==> config.mk <==
export PLATFORM = sky130hd
export DESIGN_NAME = freelist_checkpoint_ctrl
export DESIGN_NICKNAME = d
export VERILOG_FILES = /design/src/rtl/freelist_checkpoint_ctrl_pkg.sv /design/src/rtl/freelist_checkpoint_ctrl_cp_squash_mask.sv /design/src/rtl/freelist_checkpoint_ctrl.sv
export SDC_FILE = /design/constraint.sdc
export NUM_CORES = 1
export LEC_CHECK = 0
export BUFFER_PORTS_ARGS = -buffer_cell sky130_fd_sc_hd__clkbuf_2
export CAP_MARGIN = 10
export CORE_MARGIN = 2
export CORE_UTILIZATION = 49
export DETAILED_ROUTE_END_ITERATION = 8
export GPL_ROUTABILITY_DRIVEN = 0
export PLACE_DENSITY = 0.79
export SLEW_MARGIN = 20
export SYNTH_ARGS = -nofsm -noshare
export SYNTH_HDL_FRONTEND = slang
export SYNTH_HIERARCHICAL = 1
export SYNTH_SLANG_ARGS = --single-unit
==> constraint.sdc <==
create_clock -name clk -period 2.8 [get_ports clk]
set_input_delay 0.56 -clock clk [delete_from_list [all_inputs] [get_ports clk]]
set_output_delay 0.56 -clock clk [all_outputs]
set_load 0.01 [all_outputs]
==> src/rtl/freelist_checkpoint_ctrl_pkg.sv <==
// Shared sizing and ring-pointer helpers for the free-list checkpoint controller.
// Pointers wrap modulo NUM_CP, so plain CP_LOG-bit arithmetic does the wrap.
package freelist_checkpoint_ctrl_pkg;

    localparam int NUM_CP = 8;
    localparam int CP_LOG = 3;
    localparam int FL_LOG = 7;

    typedef logic [CP_LOG-1:0] cp_ptr_t;

    function automatic cp_ptr_t ptr_inc(input cp_ptr_t p);
        return p + cp_ptr_t'(1);
    endfunction

    // Number of steps forward from 'from' to reach 'to', modulo NUM_CP.
    function automatic cp_ptr_t ptr_dist(input cp_ptr_t from, input cp_ptr_t to);
        return to - from;
    endfunction

endpackage

==> src/rtl/freelist_checkpoint_ctrl_cp_squash_mask.sv <==
// Combinational mask of ring entries from k up to tail-1, handling wrap.
// A full ring (tail == head) squashed at its oldest entry selects every entry.
module cp_squash_mask
    import freelist_checkpoint_ctrl_pkg::*;
(
    input  cp_ptr_t           head_ptr,
    input  cp_ptr_t           tail_ptr,
    input  cp_ptr_t           k,
    output logic [NUM_CP-1:0] mask
);

    logic all_entries;

    assign all_entries = (tail_ptr == head_ptr) && (k == tail_ptr);

    always_comb begin
        mask = '0;
        for (int i = 0; i < NUM_CP; i++) begin
            if (all_entries || (ptr_dist(k, cp_ptr_t'(i)) < ptr_dist(k, tail_ptr))) begin
                mask[i] = 1'b1;
            end
        end
    end

endmodule

==> src/rtl/freelist_checkpoint_ctrl.sv <==
// Branch checkpoint ring for the speculative free-list head pointer: allocate,
// resolve out of order, retire in order, and restore the head on mispredict.
module freelist_checkpoint_ctrl
    import freelist_checkpoint_ctrl_pkg::*;
(
    input  logic              clk,
    input  logic              reset,
    input  logic              alloc_req_i,
    input  logic [FL_LOG-1:0] alloc_head_i,
    output logic              alloc_grant_o,
    output logic [CP_LOG-1:0] alloc_id_o,
    output logic              stall_o,
    input  logic              resolve_valid_i,
    input  logic [CP_LOG-1:0] resolve_id_i,
    input  logic              resolve_mispred_i,
    input  logic              flush_i,
    output logic              cp_restore_o,
    output logic [FL_LOG-1:0] cp_head_o,
    output logic [CP_LOG:0]   occupancy_o
);

    cp_ptr_t           head_ptr;
    cp_ptr_t           tail_ptr;
    logic [CP_LOG:0]   count;
    logic [FL_LOG-1:0] snap [NUM_CP];
    logic [NUM_CP-1:0] live;
    logic [NUM_CP-1:0] done;
    logic [NUM_CP-1:0] squash;
    logic [NUM_CP-1:0] live_next;
    logic [NUM_CP-1:0] done_next;
    logic              mispred;
    logic              good_resolve;
    logic              retire;
    logic              grant;
    logic [CP_LOG:0]   count_next;

    assign mispred      = resolve_valid_i & resolve_mispred_i & live[resolve_id_i];
    assign good_resolve = resolve_valid_i & ~resolve_mispred_i & live[resolve_id_i];
    assign stall_o      = (count == (CP_LOG+1)'(NUM_CP));
    assign grant        = alloc_req_i & ~stall_o & ~flush_i & ~mispred;

    // Squashing the head itself empties the ring, so its retire must not also fire.
    assign retire = (count != '0) & done[head_ptr] & ~(mispred & (resolve_id_i == head_ptr));

    assign alloc_grant_o = grant;
    assign alloc_id_o    = tail_ptr;
    assign occupancy_o   = count;

    cp_squash_mask u_squash (
        .head_ptr (head_ptr),
        .tail_ptr (tail_ptr),
        .k        (resolve_id_i),
        .mask     (squash)
    );

    always_comb begin
        live_next = live;
        done_next = done;
        if (good_resolve) begin
            done_next[resolve_id_i] = 1'b1;
        end
        if (retire) begin
            live_next[head_ptr] = 1'b0;
            done_next[head_ptr] = 1'b0;
        end
        if (mispred) begin
            live_next = live_next & ~squash;
            done_next = done_next & ~squash;
        end
        if (grant) begin
            live_next[tail_ptr] = 1'b1;
            done_next[tail_ptr] = 1'b0;
        end
    end

    always_comb begin
        if (mispred) begin
            count_next = {1'b0, ptr_dist(head_ptr, resolve_id_i)} - (CP_LOG+1)'(retire);
        end else begin
            count_next = count + (CP_LOG+1)'(grant) - (CP_LOG+1)'(retire);
        end
    end

    always_ff @(posedge clk) begin
        if (reset) begin
            head_ptr     <= '0;
            tail_ptr     <= '0;
            count        <= '0;
            live         <= '0;
            done         <= '0;
            cp_restore_o <= 1'b0;
            cp_head_o    <= '0;
        end else if (flush_i) begin
            head_ptr     <= '0;
            tail_ptr     <= '0;
            count        <= '0;
            live         <= '0;
            done         <= '0;
            cp_restore_o <= 1'b0;
        end else begin
            live         <= live_next;
            done         <= done_next;
            count        <= count_next;
            cp_restore_o <= mispred;
            if (mispred) begin
                cp_head_o <= snap[resolve_id_i];
                tail_ptr  <= resolve_id_i;
            end else if (grant) begin
                tail_ptr  <= ptr_inc(tail_ptr);
            end
            if (retire) begin
                head_ptr <= ptr_inc(head_ptr);
            end
        end
    end

    // Snapshot storage needs no reset; an entry is only read while live.
    always_ff @(posedge clk) begin
        if (grant) begin
            snap[tail_ptr] <= alloc_head_i;
        end
    end

endmodule

# After elaboration in Yosys (flattened, before gate mapping)
# Memories as Yosys holds them, arrays and structs flattened. A register that Yosys moved wholly into a read port is not among the register bits.
# Cells that the tools add are included.
# totals
output_inout_bits,17
inputBits,16
wordCells,111
ram_bits,56
mem_count,1
ff_bits,27
# op_classes
mux,30
reduce_logical,16
eq_ne,4
n_bitwise,25
n_lt_le_gt_ge,14
addsub,15
# mem_list
memory,depth,word_bits,read_ports,rd_clocked_by_memory_dff,wr,line_no,rtl
snap,8,7,1,1,1,freelist_checkpoint_ctrl.sv:25,logic [FL_LOG-1:0] snap [NUM_CP];
# op_table
operator,count
8-bit 2-to-1 mux,7
8-bit AND,5
3-bit less-than comparator,8
8-bit NOT,3
8-bit OR,2
1-bit 2-to-1 mux,15
3-bit by 4-bit less-than comparator with 1-bit output (second input constant),3
3-bit subtractor (first input constant),4
1-bit AND,10
1-bit demux with 3-bit select,3
3-bit equality test,3
3-bit by 1-bit greater-or-equal comparator with 1-bit output (second input constant),3
1-bit logical OR,8
3-bit by 1-bit adder with 3-bit output (second input constant),2
1-bit binary-select mux with 3-bit select,2
3-bit 2-to-1 mux,2
1-bit by 3-bit subtractor with 3-bit output (first input constant),2
2-bit by 3-bit subtractor with 3-bit output (first input constant),2
3-bit subtractor,2
1-bit NOT,5
4-bit by 1-bit adder with 4-bit output,1
4-bit equality test (second input constant),1
1-bit logical AND,4
4-bit 2-to-1 mux,1
6 further kinds,6

# Longest topological paths before layout
# logic_depth
word_depth,12
ltp_mapped,14
ltp_nobuf,14

# Cells and area by module
# The synthesis kept the hierarchy.
# modules_own_cells
module,area_per_inst_um2,cells_per_inst,instances,seq_area_each_um2
freelist_checkpoint_ctrl,4236.6,345,1,2362.3
cp_squash_mask,498.0,67,1,0.0

# Worst setup path before layout
# OpenSTA, ideal clock, no wires.
# synth_path
path_kind,input -> register
start,in resolve_id_i[2]
end,"reg count[1], in the netlist occupancy_o[1]"
setup_time_ps,116
path_stages,12
path_buffers,1
required_time_ps,2684
arrival_time_ps,2866
slack_ps,-181
cell_sequence,clkbuf_1 -> or2_2 -> o221a_2 -> o311ai_4 -> inv_4 -> ha_1 -> inv_1 -> ha_1 -> inv_1 -> fa_1 -> nand2_1 -> and3_1
# synth_via
elab_chain_cells,8
elab_cells_between_ends,13
cone_classes,add/sub (3); eq/ne (1); mux (3); bitwise (6)
# synth_lines
item,line_no,rtl
start: declaration,freelist_checkpoint_ctrl.sv:14,"input logic [CP_LOG-1:0] resolve_id_i,"
1-bit binary-select mux with 3-bit select,freelist_checkpoint_ctrl.sv:37,assign mispred = resolve_valid_i & resolve_mispred_i & live[resolve_id_i];
1-bit 2-to-1 mux (not written as such),freelist_checkpoint_ctrl.sv:37,
1-bit AND,freelist_checkpoint_ctrl.sv:37,
1-bit NOT or 1-bit AND (tied branches),"freelist_checkpoint_ctrl.sv:40, freelist_checkpoint_ctrl.sv:43",
1-bit AND or 1-bit NOT (tied branches),"freelist_checkpoint_ctrl.sv:40, freelist_checkpoint_ctrl.sv:43",
4-bit by 1-bit adder with 4-bit output or 1-bit AND (tied branches),"freelist_checkpoint_ctrl.sv:80, freelist_checkpoint_ctrl.sv:43",
4-bit by 1-bit subtractor with 4-bit output or 3-bit by 1-bit subtractor with 4-bit output (tied branches),"freelist_checkpoint_ctrl.sv:80, freelist_checkpoint_ctrl.sv:78",
4-bit 2-to-1 mux (*),freelist_checkpoint_ctrl.sv:77,if (mispred) begin
end signal: assignment,freelist_checkpoint_ctrl.sv:103,count <= count_next;
end: declaration,freelist_checkpoint_ctrl.sv:24,logic [CP_LOG:0] count;
# Mark *: on every way between the ends. The rest lies on a longest branch, timed or not. The select of a mux whose other input is x is not followed.
# A chain may end at the register's enable or synchronous reset.

# Final worst setup path
# layout_path
start,"reg tail_ptr[0], in the netlist alloc_id_o[0]"
end,reg live[4]
# layout_via
elab_chain_cells,9
elab_cells_between_ends,17
cone_classes,add/sub (1); order compare (3); eq/ne (2); mux (5); bitwise (3); reduce/logical (3)
# layout_lines
item,line_no,rtl
start: declaration,freelist_checkpoint_ctrl.sv:23,cp_ptr_t tail_ptr;
start signal: assignment,freelist_checkpoint_ctrl.sv:107,tail_ptr <= resolve_id_i;
start signal: assignment,freelist_checkpoint_ctrl.sv:109,tail_ptr <= ptr_inc(tail_ptr);
3-bit subtractor or 3-bit equality test (tied branches),"freelist_checkpoint_ctrl_pkg.sv:17, freelist_checkpoint_ctrl_cp_squash_mask.sv:14",
3-bit less-than comparator or 1-bit logical AND (tied branches),"freelist_checkpoint_ctrl_cp_squash_mask.sv:19, freelist_checkpoint_ctrl_cp_squash_mask.sv:14",
1-bit logical OR (*),freelist_checkpoint_ctrl_cp_squash_mask.sv:19,"if (all_entries || (ptr_dist(k, cp_ptr_t'(i)) < ptr_dist(k, tail_ptr))) begin"
1-bit 2-to-1 mux (*),freelist_checkpoint_ctrl_cp_squash_mask.sv:19,
named net squash[4],freelist_checkpoint_ctrl.sv:28,logic [NUM_CP-1:0] squash;
8-bit NOT (*),freelist_checkpoint_ctrl.sv:67,live_next = live_next & ~squash;
8-bit AND (*),freelist_checkpoint_ctrl.sv:67,
8-bit 2-to-1 mux (*),freelist_checkpoint_ctrl.sv:66,if (mispred) begin
8-bit OR (no source line),n/a,
8-bit 2-to-1 mux (*),freelist_checkpoint_ctrl.sv:70,if (grant) begin
end signal: assignment,freelist_checkpoint_ctrl.sv:101,live <= live_next;
end: declaration,freelist_checkpoint_ctrl.sv:26,logic [NUM_CP-1:0] live;
# The timed path passes the listed nets; every way through them passes the cells marked *.

==> run_results.csv <==
group,metric,value,unit
status,status,"complete, no violations",
cells_and_area,drive_gt1_share,30.47,%
worst_setup_path,required,3.06,ns
synth,yosys_warnings,6,
cells_and_area,syn_to_final_growth,19.11,%
synth,synth-edff-count,56,
synth,synth_mux_area_share,8.166,%
synth,synth_cell_types,66,
routing,routed_wl,11660,µm
power_and_ir_drop,pwr-share-comb,12.6,%
grt,grt_pass1_wl,18510,µm
clock_network,cts.sinks,90,
min_path,hp-class,"primary input to flop",
synth,synth_flop_cell,"edfxtp_1",
floorplan,die-area,10460,µm²
routing,first_pass_iters,5,
clock_network,cts.path.max_buffers,2,
clock_network,cts_tree,"built",
sta,setup_viol,0,
clock_network,clkTransAtPathRegs,0.10,ns
placement,numPortBuffers,32,
power_and_ir_drop,netSwitchingFraction,26.39,%
synth,synth_nets,454,
power_and_ir_drop,vdd_drop_max,0.2515,mV
placement,pre_cts_slack,-0.2337,ns
sta,fin_ws,0.06983,ns
grt,grt_max_degree,19,
sta,max_freq,366.3,MHz
floorplan,floorplan.rows,35,
sta,min_period,2.730,ns
cells_and_area,final_cell_mix,"edfxtp_1, buf_4, nand2_1, dfxtp_1, clkbuf_2",
worst_setup_path,worst_ep_arrival_time,2.99,ns
worst_setup_path,endpoint_kind,"flop",
placement,place.detailed.hpwl,8081,µm
routing,drtAntennaViolNets,0,
routing,drc,0,
sta,rsz0062_at_grt,"true",
floorplan,chipWidth,102.3,µm
routing,routed_via_density,5.969,
cells_and_area,final_nets,526,
sta,slew_headroom,54.47,%
worst_setup_path,critPathMaxFanout,4,
grt,antenna_found_initial,0,
clock_network,clock_latency,0.37,ns
worst_setup_path,cp-start-kind,"flop",
sta,finalClockSkew,0.01228,ns
floorplan,start_util,50.76,%
synth,synth_compound_area_share,13.85,%
floorplan,ios,33,
power_and_ir_drop,power.share.clock,33.1,%
synth,synth-async-reset-ratio,0,%
power_and_ir_drop,p_sw,0.6887,mW
power_and_ir_drop,fin_total_pwr,2.610,mW
sta,finalHoldViolCount,0,
synth,syn_area,4735,µm²
power_and_ir_drop,seq_power_share,54.3,%
power_and_ir_drop,power.density,462.8,nW/µm²
routing,wl_per_cell,18.87,µm
worst_setup_path,critical_path_class,"flop to flop",
synth,synth_seq_cells,90,
cells_and_area,diodes,0,
routing,vias,3689,
grt,grt_overflow_total,0,
synth,synth_area_per_cell,11.49,µm²
clock_network,numCtsBuffers,9,
sta,finalCritPeriodShare,97.51,%
clock_network,ctsHoldBuffers,0,
clock_network,cts_root_buffer,"clkbuf_8",
clock_network,cts-htree-levels,3,
sta,worst_pin_slew,0.6804,ns
floorplan,die_h,102.3,µm
synth,synth_top_family_by_area,"compound AO/OA/AOI/OAI gates",
routing,drt_iter0_drc,420,
grt,grt_pass1_vias,3578,
job,maxCapViolations,0,
synth,ys_seq_area_share,49.89,%
synth,synthSimpleGateAreaFrac,13.00,%
sta,tns,0,ns
synth,synth_cells,412,
synth,synth_xor_area_share,2.960,%
cells_and_area,fillers,716,
cells_and_area,finish.utilization,60.46,%
cells_and_area,final_common_cell,"edfxtp_1",
floorplan,core_area,9328,µm²
sta,hold_ws,0.4567,ns
grt,grt_usage,23.51,%
power_and_ir_drop,p_int,1.921,mW
sta,slew_violations,0,
synth,synth-adder-area-share,7.347,%
power_and_ir_drop,leakagePower,2.106,nW
[power groups by stage]
stage	Clock, mW	Sequential (mW)	Combinational [mW]
after CTS	0.868	1.42	0.312
after detailed placement	0	1.45	0.310
after global placement	0	1.45	0.298
after floorplan	0	1.45	0.192
final	0.864	1.42	0.330
after global routing	0.919	1.42	0.360
[routing by layer]
metal,wire length [µm],vias up,part of all wire [%],global-route usage (%)
li1,-,1691,-,-
met1,4821,1739,41,30.91
met2,5368,216,46,37.10
met3,1076,43,9.2,5.814
met4,391,0,3.4,10.36
met5,0,-,0,0
[critical path: stages (launching register included)]
cell	delay, ns
dfxtp_2	0.34
inv_1	0.05
ha_1	0.16
inv_1	0.07
fa_1	0.48
inv_1	0.05
ha_1	0.28
nor2b_2	0.18
o31ai_1	0.21
o21ai_1	0.11
o211ai_1	0.16
nand2_1	0.08
o21ai_2	0.12
a31oi_1	0.08
a32o_1	0.24
[per-stage QoR]
step	area (µm²)	cells
global route	5639	618
CTS	5584	616
floorplan	4787	412
global placement	5390	600
finish	5639	618
detailed placement	5390	600
[synthesized netlist by cell type, types with 4 or more instances]
cell type / number / area [µm²]
nand2_1: 39 / 146.4
o211ai_1: 9 / 67.56
dfxtp_1: 34 / 680.7
ha_1: 23 / 287.8
clkbuf_1: 12 / 45.04
nor2_1: 24 / 90.09
a21oi_1: 14 / 70.07
a211oi_1: 6 / 45.04
xor2_1: 5 / 43.79
nor2b_1: 7 / 43.79
a31oi_1: 5 / 31.28
o32ai_1: 4 / 35.03
or3_1: 4 / 25.02
nor3_1: 6 / 30.03
nand2b_1: 4 / 25.02
o21ai_0: 8 / 40.04
mux4_2: 12 / 270.3
o2bb2ai_1: 4 / 35.03
edfxtp_1: 56 / 1682
a211o_1: 4 / 35.03
buf_2: 5 / 25.02
a311oi_1: 8 / 70.07
mux2i_1: 6 / 60.06
inv_1: 25 / 93.84
xnor2_1: 11 / 96.34
nor4_1: 4 / 25.02
nand3_1: 8 / 40.04
[repair_timing]
item	in CTS	in global routing
endpoints found under the hold margin	0	0
setup buffers	0	2
resized for setup	1	14
setup endpoints to repair	2	10
cloned	0	0
pin swaps	0	3
[path summary, 6_finish.rpt]
| check | from | endpoint | slack [ns] | depth (start not counted) |
|---|---|---|---|---|
| worst min-delay path | alloc_head_i[4] | snap[7][4] | 0.46 | 1 |
| worst min register to register | live[5] | live[5] | 0.46 | 2 |
| worst max register to register | alloc_id_o[0] | live[4] | 0.07 | 14 |
| worst max-delay path | alloc_id_o[0] | live[4] | 0.07 | 14 |
[final cells by class]
cell class | instances | area [µm²] | share of cell area [%]
well taps | 129 | 161.4 | 2.862
flip-flops and latches | 90 | 2367 | 41.98
inverters | 27 | 103.9 | 1.842
multi-input cells | 271 | 2243 | 39.78
repair buffers | 85 | 570.5 | 10.12
clock inverters | 6 | 55.05 | 0.9763
clock buffers | 10 | 137.6 | 2.441
[state kept, by name (all words and copies together), names as in the netlist]
name,count
snap,56
done,8
live,8
cp_head_o,7
occupancy_o,4
alloc_id_o,3
head_ptr,3
cp_restore_o,1
[cell families after synthesis]
| group | Yosys count |
|---|---|
| fa+ha+maj | 26 |
| mux | 23 |
| xor+xnor | 16 |
| simple gates | 119 |
| compound gates | 87 |
| flops | 90 |
| buf+inv | 51 |
Note: power is estimated with default switching activity, not from simulation.
